[config.mk]
export PLATFORM = sky130hd
export DESIGN_NAME = instr_encoder
export DESIGN_NICKNAME = d
export VERILOG_FILES = /design/src/rtl/instr_encoder.sv
export SDC_FILE = /design/constraint.sdc
export NUM_CORES = 1
export LEC_CHECK = 0
export CORE_ASPECT_RATIO = 0.75
export CORE_MARGIN = 2
export CORE_UTILIZATION = 47
export DETAILED_ROUTE_END_ITERATION = 7
export PLACE_DENSITY_LB_ADDON = 0.1
export REMOVE_ABC_BUFFERS = 1
export SLEW_MARGIN = 20
export SYNTH_ARGS = -nofsm -noshare
export SYNTH_HDL_FRONTEND = slang
export SYNTH_SLANG_ARGS = --single-unit
export TNS_END_PERCENT = 5
[constraint.sdc]
create_clock -name clk -period 2.3 [get_ports clk]
set_input_delay 0.46 -clock clk [delete_from_list [all_inputs] [get_ports clk]]
set_output_delay 0.46 -clock clk [all_outputs]
set_load 0.005 [all_outputs]
[src/rtl/instr_encoder.sv]
// Streaming RV32I instruction encoder: packs immediates into instruction fields and
// stamps sequential addresses into a 2-entry output buffer. Optional macro: IMM_RANGE_CHECK_EN.
module instr_encoder #(
  parameter logic [31:0] BASE_ADDR = 32'h0000_0000
) (
  input  logic        clk,
  input  logic        rst,
  input  logic        in_valid,
  output logic        in_ready,
  input  logic [2:0]  fmt,
  input  logic [6:0]  opcode,
  input  logic [4:0]  rd,
  input  logic [4:0]  rs1,
  input  logic [4:0]  rs2,
  input  logic [2:0]  funct3,
  input  logic [6:0]  funct7,
  input  logic [31:0] imm,
  output logic        out_valid,
  input  logic        out_ready,
  output logic [31:0] out_instr,
  output logic [31:0] out_addr,
  output logic        out_err,
  output logic [7:0]  err_cnt
);

  localparam int unsigned XLEN   = 32;
  localparam int unsigned CNT_W  = 2;
  localparam int unsigned ERR_W  = 8;
  localparam logic [31:0] NOP    = 32'h0000_0013;

  typedef struct packed {
    logic [XLEN-1:0] instr;
    logic [XLEN-1:0] addr;
    logic            err;
  } entry_t;

  entry_t             head_q, head_d, tail_q, tail_d, new_e;
  logic [CNT_W-1:0]   cnt_q, cnt_d;
  logic               in_ready_q, in_ready_d;
  logic               out_valid_q, out_valid_d;
  logic [XLEN-1:0]    addr_q, addr_d;
  logic [ERR_W-1:0]   err_cnt_q, err_cnt_d;
  logic [XLEN-1:0]    enc_instr;
  logic               fmt_err, range_err;
  logic               push, pop;

  // Immediate packing into the RV32I field layout for each format
  always_comb begin
    enc_instr = '0;
    fmt_err   = 1'b0;
    case (fmt)
      3'b000, 3'b110: enc_instr = {imm[11:0], rs1, funct3, rd, opcode};
      3'b001:         enc_instr = {imm[31:12], rd, opcode};
      3'b010:         enc_instr = {imm[11:5], rs2, rs1, funct3, imm[4:0], opcode};
      3'b011:         enc_instr = {imm[12], imm[10:5], rs2, rs1, funct3, imm[4:1], imm[11], opcode};
      3'b100:         enc_instr = {imm[20], imm[10:1], imm[11], imm[19:12], rd, opcode};
      3'b101:         enc_instr = {funct7, imm[4:0], rs1, funct3, rd, opcode};
      default: begin
        enc_instr = NOP;
        fmt_err   = 1'b1;
      end
    endcase
  end

`ifdef IMM_RANGE_CHECK_EN
  // Signed ranges hold when all bits above the field's sign bit match it
  always_comb begin
    range_err = 1'b0;
    case (fmt)
      3'b000, 3'b010: range_err = !((&imm[31:11]) || !(|imm[31:11]));
      3'b001:         range_err = |imm[11:0];
      3'b011:         range_err = imm[0] || !((&imm[31:12]) || !(|imm[31:12]));
      3'b100:         range_err = imm[0] || !((&imm[31:20]) || !(|imm[31:20]));
      3'b101:         range_err = |imm[31:5];
      3'b110:         range_err = |imm[31:12];
      default:        range_err = 1'b0;
    endcase
  end
`else
  assign range_err = 1'b0;
`endif

  assign new_e = '{instr: enc_instr, addr: addr_q, err: fmt_err || range_err};
  assign push  = in_valid && in_ready_q;
  assign pop   = out_valid_q && out_ready;

  // Buffer occupancy, address stamping and error counting
  always_comb begin
    head_d      = head_q;
    tail_d      = tail_q;
    cnt_d       = cnt_q;
    addr_d      = addr_q;
    err_cnt_d   = err_cnt_q;
    case (cnt_q)
      2'd0: begin
        if (push) begin
          head_d = new_e;
          cnt_d  = 2'd1;
        end
      end
      2'd1: begin
        if (push && pop) begin
          head_d = new_e;
        end else if (push) begin
          tail_d = new_e;
          cnt_d  = 2'd2;
        end else if (pop) begin
          cnt_d  = 2'd0;
        end
      end
      default: begin
        if (pop) begin
          head_d = tail_q;
          cnt_d  = 2'd1;
        end
      end
    endcase
    if (push) begin
      addr_d = addr_q + XLEN'(4);
      if (new_e.err && (err_cnt_q != '1)) err_cnt_d = err_cnt_q + ERR_W'(1);
    end
    in_ready_d  = (cnt_d != 2'd2);
    out_valid_d = (cnt_d != 2'd0);
  end

  always_ff @(posedge clk) begin
    if (rst) begin
      head_q      <= '0;
      tail_q      <= '0;
      cnt_q       <= '0;
      in_ready_q  <= 1'b1;
      out_valid_q <= 1'b0;
      addr_q      <= BASE_ADDR;
      err_cnt_q   <= '0;
    end else begin
      head_q      <= head_d;
      tail_q      <= tail_d;
      cnt_q       <= cnt_d;
      in_ready_q  <= in_ready_d;
      out_valid_q <= out_valid_d;
      addr_q      <= addr_d;
      err_cnt_q   <= err_cnt_d;
    end
  end

  assign in_ready  = in_ready_q;
  assign out_valid = out_valid_q;
  assign out_instr = head_q.instr;
  assign out_addr  = head_q.addr;
  assign out_err   = head_q.err;
  assign err_cnt   = err_cnt_q;

endmodule

==> out/qor.yml, run 1 <==
status:
  status: "finished clean"
yosys:
  synth_area_sq_mm: 0.00772
  synth_area_per_cell_sq_um: 8.28
  synthMuxAreaShare: 0.0576
  synth_top_family_by_area: "simple AND/OR/NAND/NOR gates"
  synth-xor-area-share: 0.0201
  ys_seq_area_frac: 0.436
  ys_types: 52
  yosysWarnings: 0
  synth_fa_ha_area_frac: 0.00324
  synthFlopType: "dfxtp_1"
  ys_ff_latch: 168
  synth_edf_count: 0
  synthCells: 932
  async_flop_share: 0
  yosys.area_share.simple: 0.246
  synth_compound_area_frac: 0.185
power_and_ir_drop:
  p_int_mw: 5.44
  totalPowerFinal_mw: 7.28
  p_leak_nw: 3.41
  p_sw_frac: 0.252
  seq_power_share: 0.440
  p_sw_mw: 1.83
  cellPowerDensity_mw_per_mm2: 723
  combPwrFrac: 0.172
  peakVddDrop_mv: 0.515
  power.share.clock: 0.388
layout:
  seqCellArea_sq_mm: 0.00337
  insertedDiodeCount: 0
  drive_gt1_frac: 0.0826
  multi_input_area_sq_mm: 0.00398
  fill_cells: 1440
  syn_to_final_growth_pct: 30.3
  post-route-util: 0.626
  final_net_count: 1130
critical_path:
  reg2reg_setup_slack_ns: 0.43
  crit_type: "primary input to register"
  crit_fanout: 20
  r2r-start: "addr_q[12]$_SDFFE_PP0P_"
  end_kind: "register"
  slowest_stage: "or4_1"
  cp_top_family: "buffers and inverters"
  path_buf_inv: 2
  arrival_ns: 2.29
  cp_cell_sequence: "clkdlybuf4s50_1 > buf_12 > xnor2_2 > nor3_1 > or4_1 > a31oi_1"
  required_ns: 2.65
  cp_slowest_stage_delay_ns: 0.48
  worst_setup_path_start_kind: "primary input"
  rr_endpoint: "addr_q[29]$_SDFFE_PP0P_"
  reg2reg_depth: 4
floorplan:
  initial_core_util: 0.480
  floorplan.rows: 40
  core_area_sq_mm: 0.0161
  die_x_um: 152
  dieArea_sq_mm: 0.0175
  die_h_um: 115
  boundaryPins: 146
grt:
  grt_max_degree: 72
  overflow: 0
  grt_pass1_vias: 6475
  grt_pass1_wl_mm: 32.9
  grt_use_total: 0.228
  antenna_found_initial: 0
timing:
  maxSlewViolCount: 0
  setup_violations: 0
  finalHoldViolCount: 0
  tns_ns: 0
  fmax_mhz: 518
  rsz0062_at_grt: "false"
  finalCriticalPeriod_ns: 1.93
  relSlewSlack: 0.591
  tightest_slew_ns: 0.614
  fin_skew_ns: 0.00878
  min_period_over_period: 0.840
worst_hold_path:
  min_path_cells: 2
  hold_path.class: "primary input to register"
  min_from: "rst"
  whs_endpoint: "addr_q[3]$_SDFFE_PP0P_"
drt:
  vias_per_cell: 5.50
  drt_wl_total_mm: 19.7
  wire_per_inst_um: 15.4
  dr.pass1.iters: 5
  initialDrtViolationCount: 381
  via_count: 7024
  ant_nets: 0
  remaining_drc_errors: 0
run:
  cap_violations: 0
clock_network:
  path_clk_slew_ns: 0.06
  root_buffer: "clkbuf_16"
  cts_made_buffers: 17
  cts_tree: "built"
  post_cts_resized: 0
  ctsHoldBuffers: 0
  cts.htree.levels: 4
  post_cts_buffers: 0
  clock-sinks: 168
  cts_buffer_depth: 2
  clk-insertion-delay-late_ns: 0.42
place:
  gp_congestion: 0.849
  io_buffers: 143
  dp_hpwl_mm: 13.3
logic make-up after synthesis:
family,after synthesis
other,1
XOR/XNOR,16
AND/OR/NAND/NOR,383
buffers and inverters,92
multiplexers,44
flip-flops,168
adder cells (fa/ha/maj),2
AO/OA/AOI/OAI,226
power groups by stage:
stage / Sequential (mW) / Combinational [mW] / Clock, mW
3_3_place_gp: 3.26 / 1.24 / 0
6_report: 3.20 / 1.25 / 2.82
2_1_floorplan: 3.29 / 0.519 / 0
3_5_place_dp: 3.27 / 1.26 / 0
4_1_cts: 3.20 / 1.26 / 2.88
5_1_grt: 3.23 / 1.38 / 2.98
worst register-to-register path, stage by stage (launching register included):
cell and delay [ns]:
dfxtp_1 0.46, and4_2 0.37, nand4_4 0.24, or4_1 0.57, a21oi_1 0.16
sequential cells by signal, indices dropped and copies added (netlist names):
signal / count
tail_q: 63
out_err: 1
err_cnt: 8
out_instr: 32
cnt_q: 2
out_valid: 1
out_addr: 30
addr_q: 30
in_ready: 1
synthesized netlist by cell type, types with 3 or more instances:
library cell / number / area [sq um]
inv_1: 10 / 37.5
nor3b_1: 5 / 37.5
mux2i_1: 41 / 410
nand3_1: 16 / 80.1
nor4_1: 7 / 43.8
nor2b_1: 12 / 75.1
a31oi_1: 16 / 100
a311oi_1: 4 / 35.0
buf_4: 4 / 30.0
nand2_1: 128 / 480
o31ai_1: 17 / 128
a211oi_1: 50 / 375
nor2_1: 99 / 372
buf_1: 5 / 18.8
and3_1: 6 / 37.5
nand4_1: 16 / 100
nor3_1: 23 / 115
or4_1: 33 / 248
mux2_2: 3 / 33.8
buf_2: 25 / 125
and2_1: 3 / 18.8
o32ai_1: 12 / 105
xnor2_1: 8 / 70.1
nand4b_1: 5 / 43.8
a21oi_1: 84 / 420
or3_1: 4 / 25.0
a221oi_1: 8 / 70.1
xor2_1: 6 / 52.6
nand2b_1: 9 / 56.3
nand3b_1: 7 / 52.6
dfxtp_1: 168 / 3360
clkbuf_1: 47 / 176
o21ai_0: 28 / 140
cell usage in the layout, fill, tap and decap left out, types with 3 or more instances in the layout:
master	instances
a211oi_1	50
a21oi_1	84
a221oi_1	8
a311oi_1	4
a31oi_1	16
and2_1	3
and3_1	6
buf_12	6
buf_4	39
clkbuf_16	18
clkdlybuf4s50_1	142
clkinv_2	4
dfxtp_1	167
inv_1	10
mux2_2	3
mux2i_1	41
nand2_1	128
nand2b_1	9
nand3_1	16
nand3b_1	7
nand4_1	16
nand4b_1	5
nor2_1	98
nor2b_1	12
nor3_1	23
nor3b_1	5
nor4_1	7
o21ai_0	28
o31ai_1	17
o32ai_1	12
or3_1	4
or4_1	33
xnor2_1	8
xor2_1	6
stage by stage:
stage | setup WS [ns] | hold slack, ns | instances | area, sq um
after floorplan | -3.14 | 0.430 | 851 | 7370
after global placement | -0.00310 | 0.441 | 1248 | 9480
after detailed placement | -0.0970 | 0.447 | 1248 | 9480
after CTS | 0.377 | 0.369 | 1276 | 10100
after global routing | 0.216 | 0.385 | 1276 | 10100
final | 0.368 | 0.384 | 1276 | 10100
layout make-up:
class                   count  area share
multi-input cells         673       0.396
clock inverters             8     0.00970
flip-flops and latches    168       0.335
clock buffers              20      0.0475
well taps                 210      0.0261
inverters                  10     0.00373
repair buffers            187       0.182
layer usage:
metal | vias to the layer above | routed length (um) | GRT usage
met2 | 141 | 8520 | 0.345
li1 | 3606 | - | -
met5 | - | 0 | 0
met4 | 0 | 145 | 0.0623
met3 | 15 | 995 | 0.0433
met1 | 3262 | 10000 | 0.335
how the worst max path moves through the flow:
stage,start,endpoint,slack [ns],cells after the start
floorplan,cnt_q[1]$_SDFF_PP0_,out_instr[10]$_SDFFE_PP0P_,-3.14,3
global placement,fmt[0],out_instr[15]$_SDFFE_PP0P_,-0.003,6
detailed placement,in_valid,out_addr[20]$_SDFFE_PP0P_,-0.1,7
CTS,in_valid,out_addr[20]$_SDFFE_PP0P_,0.38,7
global route,in_valid,out_addr[17]$_SDFFE_PP0P_,0.22,7
finish,fmt[0],out_instr[15]$_SDFFE_PP0P_,0.37,6
(Power assumes the default switching activity.)
==> run 2: changes to the inputs <==
==> constraint.sdc (replaced) <==
create_clock -name clk -period 2 [get_ports clk]
set_input_delay 0.4 -clock clk [delete_from_list [all_inputs] [get_ports clk]]
set_output_delay 0.4 -clock clk [all_outputs]
set_load 0.005 [all_outputs]
==> run 2 against run 1 <==
Cell count grew 1.6%; total power grew 18%; sequential power grew 15%; via count grew 3.1%; utilization grew 1.5 points; global-route usage grew 0.96 points; clock skew shrank 0.0022 ns; first-iteration DRC count grew 12%; critical path depth is the same; die area is the same; hold slack lost 0.017 ns.
==> out/qor.yml, run 2 (synthesis results as in run 1) <==
floorplan:
  die_h_um: 115  # unchanged
  floorplan.rows: 40  # unchanged
  core_area_sq_mm: 0.0161  # unchanged
  dieArea_sq_mm: 0.0175  # unchanged
  initial_core_util: 0.480  # unchanged
  boundaryPins: 146  # unchanged
  die_x_um: 152  # unchanged
clock_network:
  root_buffer: "clkbuf_16"  # unchanged
  cts_buffer_depth: 2  # unchanged
  clk-insertion-delay-late_ns: 0.43  # was 0.42 ns
  cts.htree.levels: 4  # unchanged
  cts_tree: "built"  # unchanged
  cts_made_buffers: 17  # unchanged
  clock-sinks: 168  # unchanged
  path_clk_slew_ns: 0.07  # was 0.06 ns
  post_cts_resized: 0  # unchanged
  post_cts_buffers: 0  # unchanged
  ctsHoldBuffers: 0  # unchanged
place:
  dp_hpwl_mm: 13.6  # was 13.3 mm
  io_buffers: 143  # unchanged
  gp_congestion: 0.814  # was 0.849
  placed_cell_area_sq_mm: 0.00970  # was 0.00948 sq mm
power_and_ir_drop:
  peakVddDrop_mv: 0.562  # was 0.515 mV
  totalPowerFinal_mw: 8.55  # was 7.28 mW
  power.share.clock: 0.395  # was 0.388
  p_int_mw: 6.37  # was 5.44 mW
  cellPowerDensity_mw_per_mm2: 830  # was 723 mW/mm^2
  p_sw_mw: 2.18  # was 1.83 mW
  combPwrFrac: 0.175  # was 0.172
  p_leak_nw: 3.53  # was 3.41 nW
  p_sw_frac: 0.255  # was 0.252
  seq_power_share: 0.430  # was 0.440
layout:
  final_net_count: 1149  # was 1,130
  insertedDiodeCount: 0  # unchanged
  top_register: "tail_q"  # unchanged
  final_common_cell: "dfxtp_1"  # unchanged
  syn_to_final_growth_pct: 33.5  # was 30.3%
  most-common-layout-cells: "dfxtp_1, clkdlybuf4s50_1, nand2_1, nor2_1, a21oi_1"  # unchanged
  stdcell_area_sq_mm: 0.0103  # was 0.0101 sq mm
  fill_cells: 1405  # was 1,440
  drive_gt1_frac: 0.0994  # was 0.0826
  post-route-util: 0.641  # was 0.626
  largest_reg_flops: 63  # unchanged
grt:
  grt_use_total: 0.238  # was 0.228
  grt_max_degree: 90  # was 72
  antenna_found_initial: 0  # unchanged
  grt_pass1_vias: 6766  # was 6,475
  overflow: 0  # unchanged
  grt_pass1_wl_mm: 34.2  # was 32.9 mm
timing:
  fmax_mhz: 525
  tightest_slew_ns: 0.532  # was 0.614 ns
  rsz0062_at_grt: "false"  # unchanged
  hold-worst-slack_ns: 0.368  # was 0.384 ns
  setup_violations: 0  # unchanged
  min_period_over_period: 0.953
  tns_ns: 0  # unchanged
  relSlewSlack: 0.644  # was 0.591
  finalCriticalPeriod_ns: 1.91
  finalHoldViolCount: 0  # unchanged
  fin_skew_ns: 0.00653  # was 0.00878 ns
  maxSlewViolCount: 0  # unchanged
critical_path:
  cp_slowest_stage_delay_ns: 0.56  # was 0.48 ns
  path_buf_inv: 2  # unchanged
  reg2reg_depth: 5  # was 4
  arrival_ns: 2.19  # was 2.29 ns
  end_kind: "register"  # unchanged
  reg2reg_setup_slack_ns: 0.20  # was 0.43 ns
  cp_cell_sequence: "clkdlybuf4s50_1 > buf_4 > mux2_2 > a22o_1 > a211oi_1 > o221ai_1"  # was clkdlybuf4s50_1 > buf_12 > xnor2_2 > nor3_1 > or4_1 > a31oi_1
  rr_endpoint: "addr_q[22]$_SDFFE_PP0P_"  # was addr_q[29]$_SDFFE_PP0P_
  crit_fanout: 3  # was 20
  cp_top_family: "compound AO/OA/AOI/OAI gates"  # was buffers and inverters
  crit_type: "primary input to register"  # unchanged
  worst_setup_path_start_kind: "primary input"  # unchanged
  required_ns: 2.29  # was 2.65 ns
  r2r-start: "addr_q[3]$_SDFFE_PP0P_"  # was addr_q[12]$_SDFFE_PP0P_
  slowest_stage: "clkdlybuf4s50_1"  # was or4_1
worst_hold_path:
  whs_endpoint: "tail_q[52]$_SDFFE_PP0P_"  # was addr_q[3]$_SDFFE_PP0P_
  hold_path.class: "primary input to register"  # unchanged
  min_from: "rst"  # unchanged
  min_path_cells: 2  # unchanged
drt:
  dr.pass1.iters: 5  # unchanged
  wire_per_inst_um: 15.6  # was 15.4 um
  ant_nets: 0  # unchanged
  vias_per_cell: 5.58  # was 5.50
  via_count: 7243  # was 7,024
  remaining_drc_errors: 0  # unchanged
  drt_wl_total_mm: 20.3  # was 19.7 mm
  initialDrtViolationCount: 425  # was 381
run:
  cap_violations: 0  # unchanged
status:
  status: "finished clean"  # unchanged
==> run 2: worst max path at each step <==
| stage | from | to | slack [ns] | cells after the start |
|---|---|---|---|---|
| after floorplan | cnt_q[1]$_SDFF_PP0_ | out_instr[10]$_SDFFE_PP0P_ | -3.44 | 3 |
| after global placement | fmt[2] | out_instr[20]$_SDFFE_PP0P_ | -0.26 | 6 |
| after detailed placement | fmt[2] | out_instr[20]$_SDFFE_PP0P_ | -0.32 | 6 |
| after CTS | fmt[2] | out_instr[20]$_SDFFE_PP0P_ | 0.12 | 6 |
| after global routing | fmt[2] | out_instr[20]$_SDFFE_PP0P_ | 0.01 | 6 |
| final | fmt[2] | out_instr[20]$_SDFFE_PP0P_ | 0.09 | 6 |
==> run 2: worst register-to-register path, stage by stage (launching register included) <==
cell and delay, ns:
dfxtp_1 0.42, ha_1 0.20, and3_1 0.19, nand2_2 0.20, or4_1 0.55, a21oi_1 0.16
==> run 2: power by group through the flow <==
stage | Sequential (mW) | Clock, mW | Combinational, mW
2_1_floorplan | 3.79 | 0 | 0.597
4_1_cts | 3.68 | 3.44 | 1.50
5_1_grt | 3.70 | 3.58 | 1.64
3_5_place_dp | 3.75 | 0 | 1.49
3_3_place_gp | 3.75 | 0 | 1.48
6_report | 3.68 | 3.38 | 1.49
==> run 2: stage by stage <==
step / worst slack (ns) / instances
after detailed placement: -0.321 / 1267
after global placement: -0.260 / 1267
after CTS: 0.119 / 1297
after floorplan: -3.44 / 851
final: 0.0950 / 1297
after global routing: 0.0117 / 1297
==> run 2: metal layers <==
metal,GRT usage,vias to the layer above,share of wire
li1,-,3653,-
met1,0.336,3374,0.50
met2,0.367,201,0.44
met3,0.0588,15,0.056
met4,0.0629,0,0.0084
met5,0,-,0
==> run 2: cell type report <==
cell class	instances	area [sq um]	share of cell area
clock inverter	10	148	0.0143
timing repair buffer	206	2050	0.199
tap	210	263	0.0255
multi-input combinational	673	3980	0.386
clock buffer	20	457	0.0443
sequential	168	3370	0.327
inverter	10	37.5	0.00364
